--- config.mk ---
export PLATFORM = sky130hd
export DESIGN_NAME = mc_control_fsm
export DESIGN_NICKNAME = d
export VERILOG_FILES = /design/src/rtl/mc_ctrl_pkg.sv /design/src/rtl/mc_control_fsm.sv
export SDC_FILE = /design/constraint.sdc
export NUM_CORES = 1
export LEC_CHECK = 0
export ABC_CLOCK_PERIOD_IN_PS = 1600
export CAP_MARGIN = 15
export CORE_UTILIZATION = 36
export DETAILED_ROUTE_END_ITERATION = 12
export PLACE_DENSITY = 0.75
export SETUP_SLACK_MARGIN = 0.15
export SYNTH_ARGS = -nofsm -noshare
export SYNTH_HDL_FRONTEND = slang
export SYNTH_SLANG_ARGS = --single-unit
--- constraint.sdc ---
create_clock -name clk -period 1.6 [get_ports clk]
set_input_delay 0.32 -clock clk [delete_from_list [all_inputs] [get_ports clk]]
set_output_delay 0.32 -clock clk [all_outputs]
set_load 0.01 [all_outputs]
--- src/rtl/mc_ctrl_pkg.sv ---
// Shared encodings for the multi-cycle MIPS control sequencer:
// state codes, opcodes, ALU op codes and datapath select codes.
package mc_ctrl_pkg;

  localparam logic [3:0] S_RESET     = 4'd0;
  localparam logic [3:0] S_FETCH     = 4'd1;
  localparam logic [3:0] S_DECODE    = 4'd2;
  localparam logic [3:0] S_MEM_ADDR  = 4'd3;
  localparam logic [3:0] S_MEM_READ  = 4'd4;
  localparam logic [3:0] S_MEM_WB    = 4'd5;
  localparam logic [3:0] S_MEM_WRITE = 4'd6;
  localparam logic [3:0] S_R_EXEC    = 4'd7;
  localparam logic [3:0] S_R_WB      = 4'd8;
  localparam logic [3:0] S_ADDI_EXEC = 4'd9;
  localparam logic [3:0] S_ADDI_WB   = 4'd10;
  localparam logic [3:0] S_BRANCH    = 4'd11;
  localparam logic [3:0] S_JUMP      = 4'd12;
  localparam logic [3:0] S_TRAP      = 4'd13;

  localparam logic [5:0] OP_RTYPE = 6'b000000;
  localparam logic [5:0] OP_LW    = 6'b100011;
  localparam logic [5:0] OP_SW    = 6'b101011;
  localparam logic [5:0] OP_BEQ   = 6'b000100;
  localparam logic [5:0] OP_J     = 6'b000010;
  localparam logic [5:0] OP_ADDI  = 6'b001000;

  localparam logic [1:0] ALUOP_ADD   = 2'b00;
  localparam logic [1:0] ALUOP_SUB   = 2'b01;
  localparam logic [1:0] ALUOP_FUNCT = 2'b10;

  localparam logic [1:0] SRCB_B      = 2'b00;
  localparam logic [1:0] SRCB_FOUR   = 2'b01;
  localparam logic [1:0] SRCB_IMM    = 2'b10;
  localparam logic [1:0] SRCB_IMM_SH = 2'b11;

  localparam logic [1:0] PCSRC_ALU    = 2'b00;
  localparam logic [1:0] PCSRC_ALUOUT = 2'b01;
  localparam logic [1:0] PCSRC_JUMP   = 2'b10;

  typedef struct packed {
    logic       pc_write;
    logic       pc_write_cond;
    logic       i_or_d;
    logic       mem_read;
    logic       mem_write;
    logic       ir_write;
    logic       mem_to_reg;
    logic       reg_dst;
    logic       reg_write;
    logic       alu_src_a;
    logic [1:0] alu_src_b;
    logic [1:0] alu_op;
    logic [1:0] pc_source;
    logic       illegal_op;
  } ctrl_t;

endpackage

--- src/rtl/mc_control_fsm.sv ---
// Main control sequencer for the multi-cycle MIPS datapath: Moore decode of
// state, with FETCH write enables and FETCH/memory advance qualified by mem_ready.
module mc_control_fsm
  import mc_ctrl_pkg::*;
#(
  parameter bit          ADDI_EN = 1'b1,
  parameter int unsigned STATE_W = 4
) (
  input  logic               clk,
  input  logic               rst,
  input  logic [5:0]         opcode,
  input  logic               zero,
  input  logic               mem_ready,
  output logic               pc_en,
  output logic               pc_write,
  output logic               pc_write_cond,
  output logic               i_or_d,
  output logic               mem_read,
  output logic               mem_write,
  output logic               ir_write,
  output logic               mem_to_reg,
  output logic               reg_dst,
  output logic               reg_write,
  output logic               alu_src_a,
  output logic [1:0]         alu_src_b,
  output logic [1:0]         alu_op,
  output logic [1:0]         pc_source,
  output logic [STATE_W-1:0] state_out,
  output logic               illegal_op
);

  logic [3:0] state;
  logic [3:0] state_nx;
  ctrl_t      c;
  ctrl_t      cw;

  always_ff @(posedge clk or posedge rst) begin
    if (rst) state <= S_RESET;
    else     state <= state_nx;
  end

  always_comb begin
    c        = '0;
    state_nx = S_RESET;
    case (state)
      S_RESET: state_nx = S_FETCH;
      S_FETCH: begin
        c.mem_read  = 1'b1;
        c.alu_src_b = SRCB_FOUR;
        c.alu_op    = ALUOP_ADD;
        c.pc_source = PCSRC_ALU;
        c.ir_write  = mem_ready;
        c.pc_write  = mem_ready;
        state_nx    = mem_ready ? S_DECODE : S_FETCH;
      end
      S_DECODE: begin
        c.alu_src_b = SRCB_IMM_SH;
        c.alu_op    = ALUOP_ADD;
        case (opcode)
          OP_LW, OP_SW: state_nx = S_MEM_ADDR;
          OP_RTYPE:     state_nx = S_R_EXEC;
          OP_BEQ:       state_nx = S_BRANCH;
          OP_J:         state_nx = S_JUMP;
          OP_ADDI:      state_nx = ADDI_EN ? S_ADDI_EXEC : S_TRAP;
          default:      state_nx = S_TRAP;
        endcase
      end
      S_MEM_ADDR: begin
        c.alu_src_a = 1'b1;
        c.alu_src_b = SRCB_IMM;
        c.alu_op    = ALUOP_ADD;
        state_nx    = (opcode == OP_LW) ? S_MEM_READ : S_MEM_WRITE;
      end
      S_MEM_READ: begin
        c.mem_read = 1'b1;
        c.i_or_d   = 1'b1;
        state_nx   = mem_ready ? S_MEM_WB : S_MEM_READ;
      end
      S_MEM_WB: begin
        c.reg_write  = 1'b1;
        c.mem_to_reg = 1'b1;
        state_nx     = S_FETCH;
      end
      S_MEM_WRITE: begin
        c.mem_write = 1'b1;
        c.i_or_d    = 1'b1;
        state_nx    = mem_ready ? S_FETCH : S_MEM_WRITE;
      end
      S_R_EXEC: begin
        c.alu_src_a = 1'b1;
        c.alu_src_b = SRCB_B;
        c.alu_op    = ALUOP_FUNCT;
        state_nx    = S_R_WB;
      end
      S_R_WB: begin
        c.reg_write = 1'b1;
        c.reg_dst   = 1'b1;
        state_nx    = S_FETCH;
      end
      S_ADDI_EXEC: begin
        c.alu_src_a = 1'b1;
        c.alu_src_b = SRCB_IMM;
        c.alu_op    = ALUOP_ADD;
        state_nx    = S_ADDI_WB;
      end
      S_ADDI_WB: begin
        c.reg_write = 1'b1;
        state_nx    = S_FETCH;
      end
      S_BRANCH: begin
        c.alu_src_a     = 1'b1;
        c.alu_src_b     = SRCB_B;
        c.alu_op        = ALUOP_SUB;
        c.pc_write_cond = 1'b1;
        c.pc_source     = PCSRC_ALUOUT;
        state_nx        = S_FETCH;
      end
      S_JUMP: begin
        c.pc_write  = 1'b1;
        c.pc_source = PCSRC_JUMP;
        state_nx    = S_FETCH;
      end
      S_TRAP: begin
        c.illegal_op = 1'b1;
        state_nx     = S_FETCH;
      end
      default: state_nx = S_RESET;
    endcase
  end

  // Gate on rst as well so nothing is enabled while reset is asserted,
  // independent of when the asynchronous clear lands.
  always_comb begin
    cw = rst ? '0 : c;
  end

  assign pc_write      = cw.pc_write;
  assign pc_write_cond = cw.pc_write_cond;
  assign pc_en         = cw.pc_write | (cw.pc_write_cond & zero);
  assign i_or_d        = cw.i_or_d;
  assign mem_read      = cw.mem_read;
  assign mem_write     = cw.mem_write;
  assign ir_write      = cw.ir_write;
  assign mem_to_reg    = cw.mem_to_reg;
  assign reg_dst       = cw.reg_dst;
  assign reg_write     = cw.reg_write;
  assign alu_src_a     = cw.alu_src_a;
  assign alu_src_b     = cw.alu_src_b;
  assign alu_op        = cw.alu_op;
  assign pc_source     = cw.pc_source;
  assign illegal_op    = cw.illegal_op;
  assign state_out     = STATE_W'(state);

endmodule

==> metrics.cfg, run 1 <==
[clock_network]
cts_root_buffer=clkbuf_4
htree_num_levels=1
cts_hold_buf=0
cts.path.max_buffers=2
cts_buffers=3
cts_sinks=4

[logic_synthesis]
ys_seq_area_frac=0.191
synth_area_um2=524
syn_avg_cell_area_um2=6.72
synth_flop_cell=dfrtp_1
syn_nets=88
synthCells=78
yosys_register_bits=4
async_flop_share=1.00
yosysWarnings=0
yosysUniqueCellTypes=31
synth-edff-count=0

[place]
pre_cts_slack_ns=-0.513
dp_hpwl_um=1530
gp_congestion=0.885
portBuffers=31

[sta]
worstEpCategory=output port
postGrtWorstEndpoint=pc_en

[floorplan]
die_y_um=40.2
initial_core_util=0.393
num_io_pins=32
placementRows=13
dieWidth_um=40.2

[outcome]
error=[ERROR DPL-0038] Utilization greater than 100%, impossible to legalize
stop_stage=5_1_grt
status=did not finish

[grt]
grt_max_degree=8

[cell families after synthesis]
logic type                share of synthesized area
buffers and inverters                        0.0597
DFF                                           0.191
and+or+nand+nor                               0.458
AOI/OAI and AO/OA                             0.258
xor gates and xnor gates                     0.0334
[Yosys cell counts (2+ instances only)]
master | count | area share
nand2b_1 | 4 | 0.048
nand2_1 | 9 | 0.064
nor2_1 | 13 | 0.093
o21ai_0 | 2 | 0.019
a211oi_1 | 2 | 0.029
a31oi_1 | 4 | 0.048
nor2b_1 | 3 | 0.036
dfrtp_1 | 4 | 0.19
a21oi_1 | 3 | 0.029
nor3_1 | 6 | 0.057
nand3_1 | 2 | 0.019
o21ai_1 | 2 | 0.019
o31ai_1 | 2 | 0.029
buf_2 | 4 | 0.038
or2_1 | 2 | 0.024
[stage by stage]
stage          hold slack, ns  area [um^2]  std cells
2_1_floorplan          0.0995          548         78
3_3_place_gp            0.750         1050        146
3_5_place_dp            0.742         1050        146
4_1_cts                 0.426         1290        167
[timing repair]
item                                    4_1_cts
buffers inserted                             18
pin swaps                                    15
gates resized for setup                     128
endpoints found under the setup margin       25
==> run 2: changes to the inputs <==
CORE_AREA = 2 2 63 65   (was not set)
CORE_UTILIZATION = not set   (was 36)
DIE_AREA = 0 0 65 67   (was not set)
PLACE_DENSITY = not set   (was 0.75)
PLACE_DENSITY_LB_ADDON = 0.15   (was not set)
SETUP_SLACK_MARGIN = not set   (was 0.15)
==> run 2 against run 1 <==
The flow now finishes, with violations (setup timing); synthesized cell count did not move; area after synthesis unchanged.
==> metrics.cfg, run 2 <==
[logic_synthesis]
synth_top_area_share=0.191  ; unchanged
yosysWarnings=0  ; unchanged
synth_flop_cell=dfrtp_1
synth_common_cells=nor2_1 (13), nand2_1 (9), nor3_1 (6)
synth_area_um2=524  ; unchanged
yosysUniqueCellTypes=31  ; unchanged
syn_avg_cell_area_um2=6.72  ; unchanged
synth-edff-count=0  ; unchanged
async_flop_share=1.00  ; unchanged
ys_seq_area_frac=0.191  ; unchanged
synth.area.top_cells=dfrtp_1 (19%), nor2_1 (9.3%), nand2_1 (6.4%), nor3_1 (5.7%), a31oi_1 (4.8%)
yosys_register_bits=4  ; unchanged
yosysMostFrequentCell=nor2_1
synthCells=78  ; unchanged
syn_nets=88  ; unchanged
synth_top_cell_by_area=dfrtp_1

[clock_network]
htree_num_levels=1  ; unchanged
cts_root_buffer=clkbuf_8
cts_hold_buf=0  ; unchanged
cts.path.max_buffers=2  ; unchanged
cts_sinks=4  ; unchanged
clk_pin_slew_ns=0.03
cts_tree=built
cts_buffers=3  ; unchanged
insertion_delay_ns=0.22

[drt]
post-route-drc-count=0
wl_per_cell_um=12.6
drtIter0Drc=19
wirelength_um=2620
via_per_inst=4.29
ant_nets=0
dr_wl_met3_um=122
first_pass_iters=6
dr.max_layer_used=met4
vias=889
met1_length_um=1120
met2_length_um=1310

[pwr]
pwr-share-comb=0.784
power_switching_mw=0.837
ir_drop_mv=0.332
sw_frac_of_total=0.401
cellPowerDensity_nw_per_um2=1480
p_leak_nw=0.679
power_frac_clock=0.103
internal_power_mw=1.25
p_seq_frac=0.113

[cells_and_area]
largest_reg_flops=4
syn2layout_area_growth_pct=169
nNetsFinal=171
fin_cells=207
fin_util=0.391
n_fill_cell=396
final_common_cell=buf_4
drive_gt1_frac=0.667
diodes=0
final_cell_area_um2=1410
layout_common_cells=buf_4 (41), buf_2 (17), nor2_1 (13)

[hold_path]
hp-class=primary input to async pin

[floorplan]
initial_core_util=0.145  ; -0.248
core_um2=3610
num_io_pins=32  ; unchanged
dieWidth_um=65  ; +62%
die_y_um=67  ; +67%
placementRows=22  ; +9
dieArea_um2=4360

[sta]
finalWorstPathRequiredPeriod_ns=1.73
skew_ns=0.00508
maxSlewViolCount=0
tns_ns=-0.871
tightest_slew_ns=0.252
finalCritPeriodShare=1.08
rsz0062_at_grt=yes
max_slew_margin=0.832
timing.final.ws_setup_ns=-0.130
timing.fmax_mhz=578
setup-violations-final=13
finalHoldViolCount=0

[place]
placed_cell_area_um2=1170  ; +11%
dp_hpwl_um=1860  ; +22%
dp_cells=191  ; +31%
portBuffers=31  ; unchanged
gp_congestion=0.836  ; -5.5%

[critical_path]
max_stage_delay_ns=0.43
crit_path_cell_trace=buf_6, or2_4, a21oi_2, a21o_1, buf_2
end_kind=primary output
cpMaxStageDelayCell=dfrtp_2
crit_family=flip-flops
path_buf_inv=2
required_ns=1.28
cp-start-kind=register
worst-path-max-fanout=4
worstSetupPathType=register to primary output
arrival_ns=1.41

[grt]
grtUsageTotal=0.121
first_global_vias=857
grt_pass1_wl_um=3960
antenna_found_initial=0
grt_max_degree=9
grt.overflow.total=0

[outcome]
violations=setup timing
status=complete, but fails checks

[job]
drv_cap=0

-- run 2: area by class of cell --
type | instances | area, um^2 | share of cell area
timing repair buffer | 83 | 649 | 0.461
multi-input combinational | 68 | 551 | 0.391
sequential | 4 | 104 | 0.0737
tap | 48 | 60.1 | 0.0426
clock buffer | 3 | 41.3 | 0.0293
inverter | 1 | 3.75 | 0.00266
-- run 2: logic make-up after synthesis --
| logic type | count (synthesis) | synth area share |
|---|---|---|
| buf+inv | 6 | 0.0597 |
| flops | 4 | 0.191 |
| simple gates | 46 | 0.458 |
| xor+xnor | 2 | 0.0334 |
| compound gates | 20 | 0.258 |
-- run 2: repair_timing --
action | CTS | global route
pin swaps | 10 | 11
setup buffers | 5 | 9
setup endpoints to repair | 22 | 17
resized for setup | 108 | 23
-- run 2: stage by stage --
| step | worst slack [ns] | power (mW) | hold WS (ns) |
|---|---|---|---|
| after global placement | -0.601 | 1.44 | 0.778 |
| after global routing | -0.185 | 2.23 | 0.467 |
| after floorplan | 0.00411 | 0.690 | 0.0995 |
| after detailed placement | -0.625 | 1.44 | 0.782 |
| final | -0.130 | 2.08 | 0.448 |
| after CTS | -0.193 | 1.88 | 0.428 |
-- run 2: power by group through the flow --
stage	registers (mW)	logic, mW	clock network, mW
finish	0.236	1.63	0.215
global placement	0.224	1.22	0
detailed placement	0.225	1.22	0
global route	0.249	1.75	0.230
floorplan	0.206	0.484	0
CTS	0.240	1.41	0.225
-- run 2: layer usage --
| layer | up-vias | global-route usage |
|---|---|---|
| met5 | - | 0 |
| met4 | 0 | 0.0718 |
| met3 | 5 | 0.0101 |
| met2 | 34 | 0.224 |
| met1 | 404 | 0.135 |
| li1 | 446 | - |
-- run 2: final timing paths --
kind | startpoint | endpoint | slack, ns | cells after the start
max | state_out[0]$_DFF_PP0_ | pc_en | -0.13 | 5
min | rst | state_out[1]$_DFF_PP0_ | 0.45 | 4
max reg2reg | state_out[0]$_DFF_PP0_ | state_out[1]$_DFF_PP0_ | 0.18 | 8
min reg2reg | state_out[3]$_DFF_PP0_ | state_out[2]$_DFF_PP0_ | 0.75 | 3
max in group asynchronous | rst | state_out[3]$_DFF_PP0_ | 1.03 | 4
min in group clk | mem_ready | state_out[1]$_DFF_PP0_ | 0.71 | 4
-- run 2: tightest hold or removal path: stages --
cell and delay, ns:
dlygate4sd2_1 0.27, buf_4 0.17, inv_2 0.11, buf_4 0.12
No activity file was read; power rests on OpenSTA's default activity.
